### config.mk
export PLATFORM = sky130hd
export DESIGN_NAME = si5340_i2c_target
export DESIGN_NICKNAME = d
export VERILOG_FILES = /design/src/rtl/si5340_i2c_target.sv
export SDC_FILE = /design/constraint.sdc
export NUM_CORES = 1
export LEC_CHECK = 0
export CAP_MARGIN = 5
export CORE_ASPECT_RATIO = 2
export CORE_MARGIN = 10
export CORE_UTILIZATION = 44
export CTS_CLUSTER_SIZE = 12
export DETAILED_ROUTE_END_ITERATION = 7
export GPL_TIMING_DRIVEN = 0
export PLACE_DENSITY = 0.73
export SETUP_SLACK_MARGIN = 0.15
export SYNTH_ARGS = -nofsm -noshare
export SYNTH_HDL_FRONTEND = slang
export SYNTH_SLANG_ARGS = --single-unit
export TNS_END_PERCENT = 30
### constraint.sdc
create_clock -name clk_i -period 1.8 [get_ports clk_i]
set_input_delay 0.36 -clock clk_i [delete_from_list [all_inputs] [get_ports clk_i]]
set_output_delay 0.36 -clock clk_i [all_outputs]
set_load 0.01 [all_outputs]
### src/rtl/si5340_i2c_target.sv
// Si5340-style I2C register target: device address match, register pointer with
// auto-increment, internal page register (0x01), {page,reg} strobes to a register array.
module si5340_i2c_target #(
    parameter logic [6:0]  DEV_ADDR   = 7'h74,
    parameter int unsigned DATA_WIDTH = 8
) (
    input  logic                      clk_i,
    input  logic                      rst_i,
    input  logic                      scl_i,
    input  logic                      sda_i,
    output logic                      sda_oen_o,
    output logic                      wr_en_o,
    output logic                      rd_en_o,
    output logic [2*DATA_WIDTH-1:0]   addr_o,
    output logic [DATA_WIDTH-1:0]     wdata_o,
    input  logic [DATA_WIDTH-1:0]     rdata_i,
    output logic [DATA_WIDTH-1:0]     page_o,
    output logic                      busy_o
);

    localparam int unsigned CNT_W = 4;
    localparam logic [DATA_WIDTH-1:0] PAGE_REG = DATA_WIDTH'(1);

    localparam logic [3:0] S_IDLE      = 4'd0;
    localparam logic [3:0] S_ADDR      = 4'd1;
    localparam logic [3:0] S_ADDR_ACK  = 4'd2;
    localparam logic [3:0] S_REG       = 4'd3;
    localparam logic [3:0] S_REG_ACK   = 4'd4;
    localparam logic [3:0] S_WDATA     = 4'd5;
    localparam logic [3:0] S_WDATA_ACK = 4'd6;
    localparam logic [3:0] S_RDATA     = 4'd7;
    localparam logic [3:0] S_RDATA_ACK = 4'd8;
    localparam logic [3:0] S_IGNORE    = 4'd9;

    logic [1:0] scl_sync, sda_sync;
    logic       scl_d, sda_d, scl_s, sda_s;
    logic       scl_rise, scl_fall, start_det, stop_det;

    logic [3:0]            state, state_nxt;
    logic [CNT_W-1:0]      cnt, cnt_nxt;
    logic [DATA_WIDTH-1:0] shreg, shreg_nxt, ptr, ptr_nxt, page_nxt, rx_byte;
    logic                  rw, rw_nxt, nack, nack_nxt;
    logic                  rd_pend, rd_pend_nxt, load_pend, load_pend_nxt;
    logic                  drive_pend, drive_pend_nxt;
    logic                  sda_oen_nxt, wr_en_nxt, rd_en_nxt, busy_nxt;
    logic [2*DATA_WIDTH-1:0] addr_nxt;
    logic [DATA_WIDTH-1:0] wdata_nxt;

    // Line synchronizers plus one history stage for edge/condition detection
    always_ff @(posedge clk_i) begin
        if (rst_i) begin
            scl_sync <= 2'b11;
            sda_sync <= 2'b11;
            scl_d    <= 1'b1;
            sda_d    <= 1'b1;
        end else begin
            scl_sync <= {scl_sync[0], scl_i};
            sda_sync <= {sda_sync[0], sda_i};
            scl_d    <= scl_sync[1];
            sda_d    <= sda_sync[1];
        end
    end

    assign scl_s     = scl_sync[1];
    assign sda_s     = sda_sync[1];
    assign scl_rise  = scl_s & ~scl_d;
    assign scl_fall  = ~scl_s & scl_d;
    assign start_det = scl_s & scl_d & sda_d & ~sda_s;
    assign stop_det  = scl_s & scl_d & ~sda_d & sda_s;

    always_ff @(posedge clk_i) begin
        if (rst_i) begin
            state      <= S_IDLE;
            cnt        <= '0;
            shreg      <= '0;
            ptr        <= '0;
            rw         <= 1'b0;
            nack       <= 1'b0;
            rd_pend    <= 1'b0;
            load_pend  <= 1'b0;
            drive_pend <= 1'b0;
            sda_oen_o  <= 1'b1;
            wr_en_o    <= 1'b0;
            rd_en_o    <= 1'b0;
            addr_o     <= '0;
            wdata_o    <= '0;
            page_o     <= '0;
            busy_o     <= 1'b0;
        end else begin
            state      <= state_nxt;
            cnt        <= cnt_nxt;
            shreg      <= shreg_nxt;
            ptr        <= ptr_nxt;
            rw         <= rw_nxt;
            nack       <= nack_nxt;
            rd_pend    <= rd_pend_nxt;
            load_pend  <= load_pend_nxt;
            drive_pend <= drive_pend_nxt;
            sda_oen_o  <= sda_oen_nxt;
            wr_en_o    <= wr_en_nxt;
            rd_en_o    <= rd_en_nxt;
            addr_o     <= addr_nxt;
            wdata_o    <= wdata_nxt;
            page_o     <= page_nxt;
            busy_o     <= busy_nxt;
        end
    end

    always_comb begin
        state_nxt      = state;
        cnt_nxt        = cnt;
        shreg_nxt      = shreg;
        ptr_nxt        = ptr;
        page_nxt       = page_o;
        rw_nxt         = rw;
        nack_nxt       = nack;
        rd_pend_nxt    = 1'b0;
        load_pend_nxt  = rd_pend;
        drive_pend_nxt = 1'b0;
        sda_oen_nxt    = sda_oen_o;
        wr_en_nxt      = 1'b0;
        rd_en_nxt      = 1'b0;
        addr_nxt       = addr_o;
        wdata_nxt      = wdata_o;
        busy_nxt       = busy_o;
        rx_byte        = {shreg[DATA_WIDTH-2:0], sda_s};

        if (start_det || stop_det) begin
            state_nxt     = start_det ? S_ADDR : S_IDLE;
            cnt_nxt       = '0;
            sda_oen_nxt   = 1'b1;
            busy_nxt      = 1'b0;
            load_pend_nxt = 1'b0;
        end else begin
            case (state)
                S_ADDR, S_REG, S_WDATA: begin
                    if (scl_rise && cnt != CNT_W'(8)) begin
                        shreg_nxt = rx_byte;
                        cnt_nxt   = cnt + CNT_W'(1);
                        // Write commits on the edge sampling bit 0 so a partial byte never strobes
                        if (state == S_WDATA && cnt == CNT_W'(7)) begin
                            ptr_nxt = ptr + DATA_WIDTH'(1);
                            if (ptr == PAGE_REG) begin
                                page_nxt = rx_byte;
                            end else begin
                                wr_en_nxt = 1'b1;
                                addr_nxt  = {page_o, ptr};
                                wdata_nxt = rx_byte;
                            end
                        end
                    end else if (scl_fall && cnt == CNT_W'(8)) begin
                        cnt_nxt = '0;
                        if (state == S_ADDR && shreg[DATA_WIDTH-1:1] != DEV_ADDR) begin
                            state_nxt = S_IGNORE;
                        end else begin
                            sda_oen_nxt = 1'b0;
                            if (state == S_ADDR) begin
                                state_nxt = S_ADDR_ACK;
                                busy_nxt  = 1'b1;
                                rw_nxt    = shreg[0];
                            end else if (state == S_REG) begin
                                state_nxt = S_REG_ACK;
                                ptr_nxt   = shreg;
                            end else begin
                                state_nxt = S_WDATA_ACK;
                            end
                        end
                    end
                end
                S_ADDR_ACK, S_REG_ACK, S_WDATA_ACK, S_RDATA_ACK: begin
                    if (state == S_RDATA_ACK && scl_rise) begin
                        nack_nxt = sda_s;
                    end
                    if (scl_fall) begin
                        sda_oen_nxt = 1'b1;
                        cnt_nxt     = '0;
                        if (state == S_RDATA_ACK && nack) begin
                            state_nxt = S_IGNORE;
                        end else if ((state == S_ADDR_ACK && rw) || state == S_RDATA_ACK) begin
                            // Launch the next read byte; page register is served locally
                            state_nxt   = S_RDATA;
                            rd_pend_nxt = 1'b1;
                            if (ptr != PAGE_REG) begin
                                rd_en_nxt = 1'b1;
                                addr_nxt  = {page_o, ptr};
                            end
                        end else if (state == S_ADDR_ACK) begin
                            state_nxt = S_REG;
                        end else begin
                            state_nxt = S_WDATA;
                        end
                    end
                end
                S_RDATA: begin
                    if (load_pend) begin
                        shreg_nxt      = (ptr == PAGE_REG) ? page_o : rdata_i;
                        ptr_nxt        = ptr + DATA_WIDTH'(1);
                        drive_pend_nxt = 1'b1;
                    end
                    if (drive_pend) begin
                        sda_oen_nxt = shreg[DATA_WIDTH-1];
                    end
                    if (scl_rise && cnt != CNT_W'(8)) begin
                        cnt_nxt = cnt + CNT_W'(1);
                    end else if (scl_fall && cnt == CNT_W'(8)) begin
                        sda_oen_nxt = 1'b1;
                        cnt_nxt     = '0;
                        state_nxt   = S_RDATA_ACK;
                    end else if (scl_fall && cnt != CNT_W'(0)) begin
                        shreg_nxt   = {shreg[DATA_WIDTH-2:0], 1'b0};
                        sda_oen_nxt = shreg[DATA_WIDTH-2];
                    end
                end
                S_IDLE, S_IGNORE: begin
                    sda_oen_nxt = 1'b1;
                end
                default: state_nxt = S_IDLE;
            endcase
        end
    end

endmodule

Yosys cells after proc, flatten, opt, wreduce, memory -nomap -nowiden
Cells that the tools add are included.
{"block": "word_totals", "ff_bits": 71, "wordCells": 171}
{"block": "classes", "add_sub_neg": 2, "eq_ne": 38, "muxes": 54, "n_bitwise": 21, "n_reduce_logical": 36}
{"op": "two-way mux 16 bit", "count": 7}
{"op": "two-way mux 8 bit", "count": 13}
{"op": "two-way mux 4 bit", "count": 11}
{"op": "one-hot mux 16 bit (2 select lines)", "count": 1}
{"op": "one-hot mux 8 bit (2 select lines)", "count": 2}
{"op": "!= test 3 bit (second input constant)", "count": 10}
{"op": "!= test 2 bit (second input constant)", "count": 12}
{"op": "equality test 4 x 3 -> 1 bit (second input constant)", "count": 5}
{"op": "AND reduction 5 bit", "count": 4}
{"op": "one-hot mux 4 bit (4 select lines)", "count": 1}
{"op": "NOT 1 bit", "count": 14}
{"op": "two-way mux 1 bit", "count": 13}
{"op": "equality test 4 bit (second input constant)", "count": 3}
{"op": "AND reduction 6 bit", "count": 2}
{"op": "OR reduction 5 bit", "count": 2}
{"op": "two-way mux 3 bit", "count": 3}
{"op": "AND reduction 3 bit", "count": 3}
{"op": "AND reduction 9 bit", "count": 1}
{"op": "adder 8 x 1 -> 8 bit (second input constant)", "count": 1}
{"op": "equality test 4 x 2 -> 1 bit (second input constant)", "count": 2}
{"op": "equality test 8 x 1 -> 1 bit (second input constant)", "count": 1}
{"op": "logical AND 1 bit", "count": 8}
{"op": "!= test 8 x 1 -> 1 bit (second input constant)", "count": 1}
{"op": "one-hot mux 4 bit (2 select lines)", "count": 1}
{"op": "other kinds (17)", "count": 30}

Logic depth before layout (Yosys ltp)
{"block": "depth", "ltp_word": 8, "depth_mapped": 9}

Worst setup path before layout
OpenSTA, ideal clock, no wires.
{"block": "synth_timing", "kind": "flip-flop to flip-flop", "from": "register cnt[0]", "to": "register shreg[5]", "arrival_ns": 1.850, "required_ns": 1.709, "path_slack_ns": -0.141, "stages_incl_launch_ff": 9, "period_less_slack_ns": 1.941, "path_cell_list": "dfxtp_1 > inv_1 > ha_1 > nand3b_1 > nand2_1 > a21oi_1 > clkbuf_1 > nor2_1 > a311oi_1"}
{"block": "synth_between", "elab_chain_cells": 6, "word_cells_on_any_way": 12}
{"element": "start: declaration", "line": "40", "rtl": "logic [CNT_W-1:0] cnt, cnt_nxt;"}
{"element": "start signal: assignment", "line": "91", "rtl": "cnt <= cnt_nxt;"}
{"element": "nonzero test 4 bit", "line": "209", "rtl": "end else if (scl_fall && cnt != CNT_W'(0)) begin"}
{"element": "logical AND 1 bit", "line": "209"}
{"element": "two-way mux 8 bit", "line": "209"}
{"element": "two-way mux 8 bit", "line": "205", "rtl": "end else if (scl_fall && cnt == CNT_W'(8)) begin"}
{"element": "two-way mux 8 bit", "line": "203", "rtl": "if (scl_rise && cnt != CNT_W'(8)) begin"}
{"element": "one-hot mux 8 bit (2 select lines)", "line": "135", "rtl": "case (state)"}
{"element": "end signal: assignment", "line": "92", "rtl": "shreg <= shreg_nxt;"}
{"element": "end: declaration", "line": "41", "rtl": "logic [DATA_WIDTH-1:0] shreg, shreg_nxt, ptr, ptr_nxt, page_nxt, rx_byte;"}
Several ways; a longest one is shown, not always the timed one.
A chain may end at the register's enable or synchronous reset.

Worst setup path after layout
{"block": "layout_timing", "from": "register cnt[1]", "to": "register ptr[0]"}
{"block": "layout_between", "elab_chain_cells": 4, "word_cells_on_any_way": 14}
{"element": "!= test 4 bit, or another cell as far along", "line": "137", "rtl": "if (scl_rise && cnt != CNT_W'(8)) begin"}
{"element": "logical AND 1 bit (on tied branches)", "line": "137, 141, 151"}
{"element": "!= test 3 bit (no source line) or two-way mux 8 bit (tied branches)"}
{"element": "AND reduction 8 bit (no source line) or one-hot mux 8 bit (2 select lines) (tied branches)"}
{"element": "end signal: assignment", "line": "93", "rtl": "ptr <= ptr_nxt;"}
{"element": "end: declaration", "line": "41"}
Several ways; a longest one is shown, not always the timed one.

==> run summary <==
The I/O pin total is 48. Global routing finished with a remaining overflow of 0. Relative to the synthesized area, the layout overhead comes to 48.3%.

The signal on the critical path passes through buf_6 -> inv_4 -> ha_4 -> nand3b_1 -> buf_4 -> nand2_2 -> o221ai_4 -> or4_1 -> a21oi_1. Of the cells placed in the final design, the portion with a size suffix greater than 1 is 28.7%. The average size of a mapped cell is 8.35 sq um.

The worst path uses 112% of the clock period. The number of antenna violations at the first check in global routing is 0. The number of maximum-capacitance constraint violations came out at 0.

0 antenna diodes ended up in the layout. Input and output buffers added on the ports amount to 46. The run finished, with violations left.

In this run the vertical extent of the chip is between 100 and 150 microns. Among all stages on the critical path, the largest delay is contributed by sky130_fd_sc_hd__or4_1. The die footprint came out at 12400 sq um. For this run, the detailed router's first-pass iteration total came to 6. The type of the worst min-delay path is reg2reg. The share of flip-flops with an asynchronous set or reset came out at 0%. The number of cell rows came out at 46. The H-tree was split into 3 levels. The total detailed-routing wirelength came out at 12700 microns. Setup repair after global routing could not meet its margin everywhere.

The mapped netlist covers 3610 sq um. The count of mapped cells out of synthesis came out at 432. The final critical-path required period is 2.02 ns. Dividing the detail-routed via count by the number of cells gives approximately 6. After detailed routing, the average wire length per cell comes to 20.4 microns. The critical path is of the reg2reg type. The flop and latch count out of synthesis is 71.

The sequential fraction of the synthesis area came out at 39.4%. The later-pin clock latency in the skew report is 0.34 ns. The tree is rooted in a sky130_fd_sc_hd__clkbuf_16. The final reports fail on negative setup slack. The data arrival time of the critical path came out at 2.28 ns. The count of antenna-violating nets left after detailed routing is 0. The starting density of the core came out at 45.4%. The hold violation total from the final report is 0. Detailed placement finished with a half-perimeter wire length of roughly 9000 microns. The worst setup path is launched from a flop. The total number of yosys warnings is 0. The count of clock tree sinks came out at 71. The TritonCTS clock tree is done. The number of nets handed over by synthesis was about 450.

The data required time at the worst endpoint is 2.06 ns. The leading register cell type out of synthesis is sky130_fd_sc_hd__dfxtp_1. The aggregate global-route resource usage is about a fifth. The core area is between 7000 and 8000 sq um. The number of enable-type register cells in the synthesized netlist is 0. The worst clock skew is 0.00403 ns.

Entering global routing, the biggest net connects 13 pins. The number of inserted filler cells in the final layout came out at around 650. The via count of the first global-routing pass came out at approximately 3900. At the end of routability-driven placement, the weighted congestion stood at 0.912. The first global-routing pass estimated 20000 microns of wire. The number of DRC markers after the initial detailed-route iteration came out at about 250. The worst hold-check slack came out at ~0.41 ns. At the pin with the least slew margin, the transition time is 0.579 ns. The final critical-path setup slack is -0.218 ns. The fmax came out at around 500 MHz. In this run, post-CTS hold repair placed 0 buffers. The leakage power is 1.91 nW. The power per cell area is ~700 nW/um^2. The final count of negative-setup-slack endpoints came out at 48. The post-route DRC violation count came out at 0. Headroom to the max-slew limit came out at between 60% and 70%. The overall power consumption is between 3 and 4 mW. The die is 84.0 microns wide. The net count of the finished layout came out at 538. The total CTS buffers is 9. After clock tree synthesis, the clock-pin slew on the worst setup and hold paths is about 0.060 ns. The peak per-stage delay on the critical path is 0.50 ns.

The max-slew violation count is 0. VDD sags by at most approximately 0.00064 V. The element type at the critical path end is a flop. For this block, the via count after detailed routing is about 3800. The maximum fanout along the worst path came out at 5. The count of different cell masters after synthesis came out at 60.

The maximum number of buffers from clock root to sink came out at 2.
repair_timing:
| item | CTS | global route |
|---|---|---|
| pin swaps | 38 | 29 |
| resized for setup | 78 | 50 |
| gates cloned | 1 | 0 |
| endpoints found under the setup margin | 69 | 63 |
| buffers inserted | 25 | 7 |
kinds of logic (layout without fill, tap and decap cells):
kind of cell,count (synthesis),after routing,share of synthesized area (%)
and+or+nand+nor,188,188,26.7
adders and majority gates,4,4,1.39
DFF,71,71,39.4
AOI/OAI and AO/OA,102,102,20.6
xor gates and xnor gates,1,1,0.243
muxes,23,23,6.42
buffers and inverters,43,138,5.24
flip-flops by register name (all words and copies together) (netlist names), 2 cells and up:
| name | count |
|---|---|
| shreg | 8 |
| sda_sync | 2 |
| scl_sync | 2 |
| addr_o | 16 |
| state | 4 |
| ptr | 8 |
| page_o | 8 |
| cnt | 4 |
| wdata_o | 8 |
power breakdown:
group / internal, mW / total (mW) / leakage [nW] / switching [mW]
Combinational: 0.0628 / 0.161 / 1.18 / 0.0980
Sequential: 1.57 / 1.58 / 0.577 / 0.00687
Clock: 1.25 / 1.92 / 0.156 / 0.668
Total: 2.88 / 3.66 / 1.91 / 0.773
final timing paths:
kind / endpoint / start / slack, ns / cells past startpoint
max: ptr[0] / cnt[1] / -0.22 / 9
min: sda_sync[1] / sda_sync[0] / 0.41 / 1
max reg2reg: ptr[0] / cnt[1] / -0.22 / 9
min reg2reg: sda_sync[1] / sda_sync[0] / 0.41 / 1
stage by stage:
step                TNS, ns  util, %  instance area [sq um]  setup WS (ns)  cells
finish                -6.51     67.3                   5350         -0.218    623
detailed placement   -17.57     54.0                   4290         -0.470    574
floorplan             -1.22        -                   3710        -0.0872    432
global route          -9.21     67.3                   5350         -0.283    623
CTS                   -6.41     64.5                   5120         -0.217    616
global placement     -17.51     54.0                   4290         -0.464    574
placed cells by master (no fill, tap or decap), types with 6 or more instances in the layout:
cell type and n:
sky130_fd_sc_hd__nand3_1 16, sky130_fd_sc_hd__dfxtp_2 6, sky130_fd_sc_hd__nor4_1 14, sky130_fd_sc_hd__mux2i_1 21
sky130_fd_sc_hd__nand2_1 39, sky130_fd_sc_hd__buf_4 28, sky130_fd_sc_hd__a211o_1 8, sky130_fd_sc_hd__clkbuf_16 9
sky130_fd_sc_hd__a31o_1 16, sky130_fd_sc_hd__nor2_1 42, sky130_fd_sc_hd__o21ai_0 8, sky130_fd_sc_hd__or2_2 6
sky130_fd_sc_hd__dfxtp_1 60, sky130_fd_sc_hd__a21oi_1 20, sky130_fd_sc_hd__buf_6 15, sky130_fd_sc_hd__o32ai_2 6
sky130_fd_sc_hd__clkdlybuf4s50_1 38, sky130_fd_sc_hd__clkbuf_1 11, sky130_fd_sc_hd__a311oi_1 8, sky130_fd_sc_hd__dlygate4sd2_1 7
critical path, delay by kind of cell, from the launching register on:
kind / cells / cell delay (ns)
simple gates: 3 / 0.78
compound gates: 2 / 0.27
fa+ha+maj: 1 / 0.16
flops: 1 / 0.36
buf+inv: 3 / 0.38
layer usage:
metal  vias to the layer above  GRT usage, %  part of all wire [%]
met5                         -             0                     0
met4                         0          15.6                   7.6
met3                        73          4.07                   4.1
met2                       147          36.6                    53
met1                      1819          18.2                    35
li1                       1785             -                     -
cell type report:
cell class,count,area [sq um],share of cell area [%]
plain buffers,36,282,5.27
clock buffers,11,243,4.54
clock inverters,5,81.3,1.52
inverters,7,28.8,0.538
multi-input cells,318,2400,44.9
flip-flops and latches,71,1450,27.1
well taps,96,120,2.25
repair buffers,79,744,13.9
cell usage after synthesis (8+ instances only):
cell	number	area (sq um)
sky130_fd_sc_hd__o21ai_0	9	45.0
sky130_fd_sc_hd__a311oi_1	8	70.1
sky130_fd_sc_hd__buf_2	13	65.1
sky130_fd_sc_hd__clkbuf_1	20	75.1
sky130_fd_sc_hd__a211o_1	8	70.1
sky130_fd_sc_hd__nor3_1	10	50.1
sky130_fd_sc_hd__nor4_1	19	119
sky130_fd_sc_hd__a31o_1	16	140
sky130_fd_sc_hd__nand2_1	46	173
sky130_fd_sc_hd__mux2i_1	22	220
sky130_fd_sc_hd__nor2_1	45	169
sky130_fd_sc_hd__nand3_1	17	85.1
sky130_fd_sc_hd__a21oi_1	23	115
sky130_fd_sc_hd__dfxtp_1	71	1420
Power figures use the tool's default switching activity.
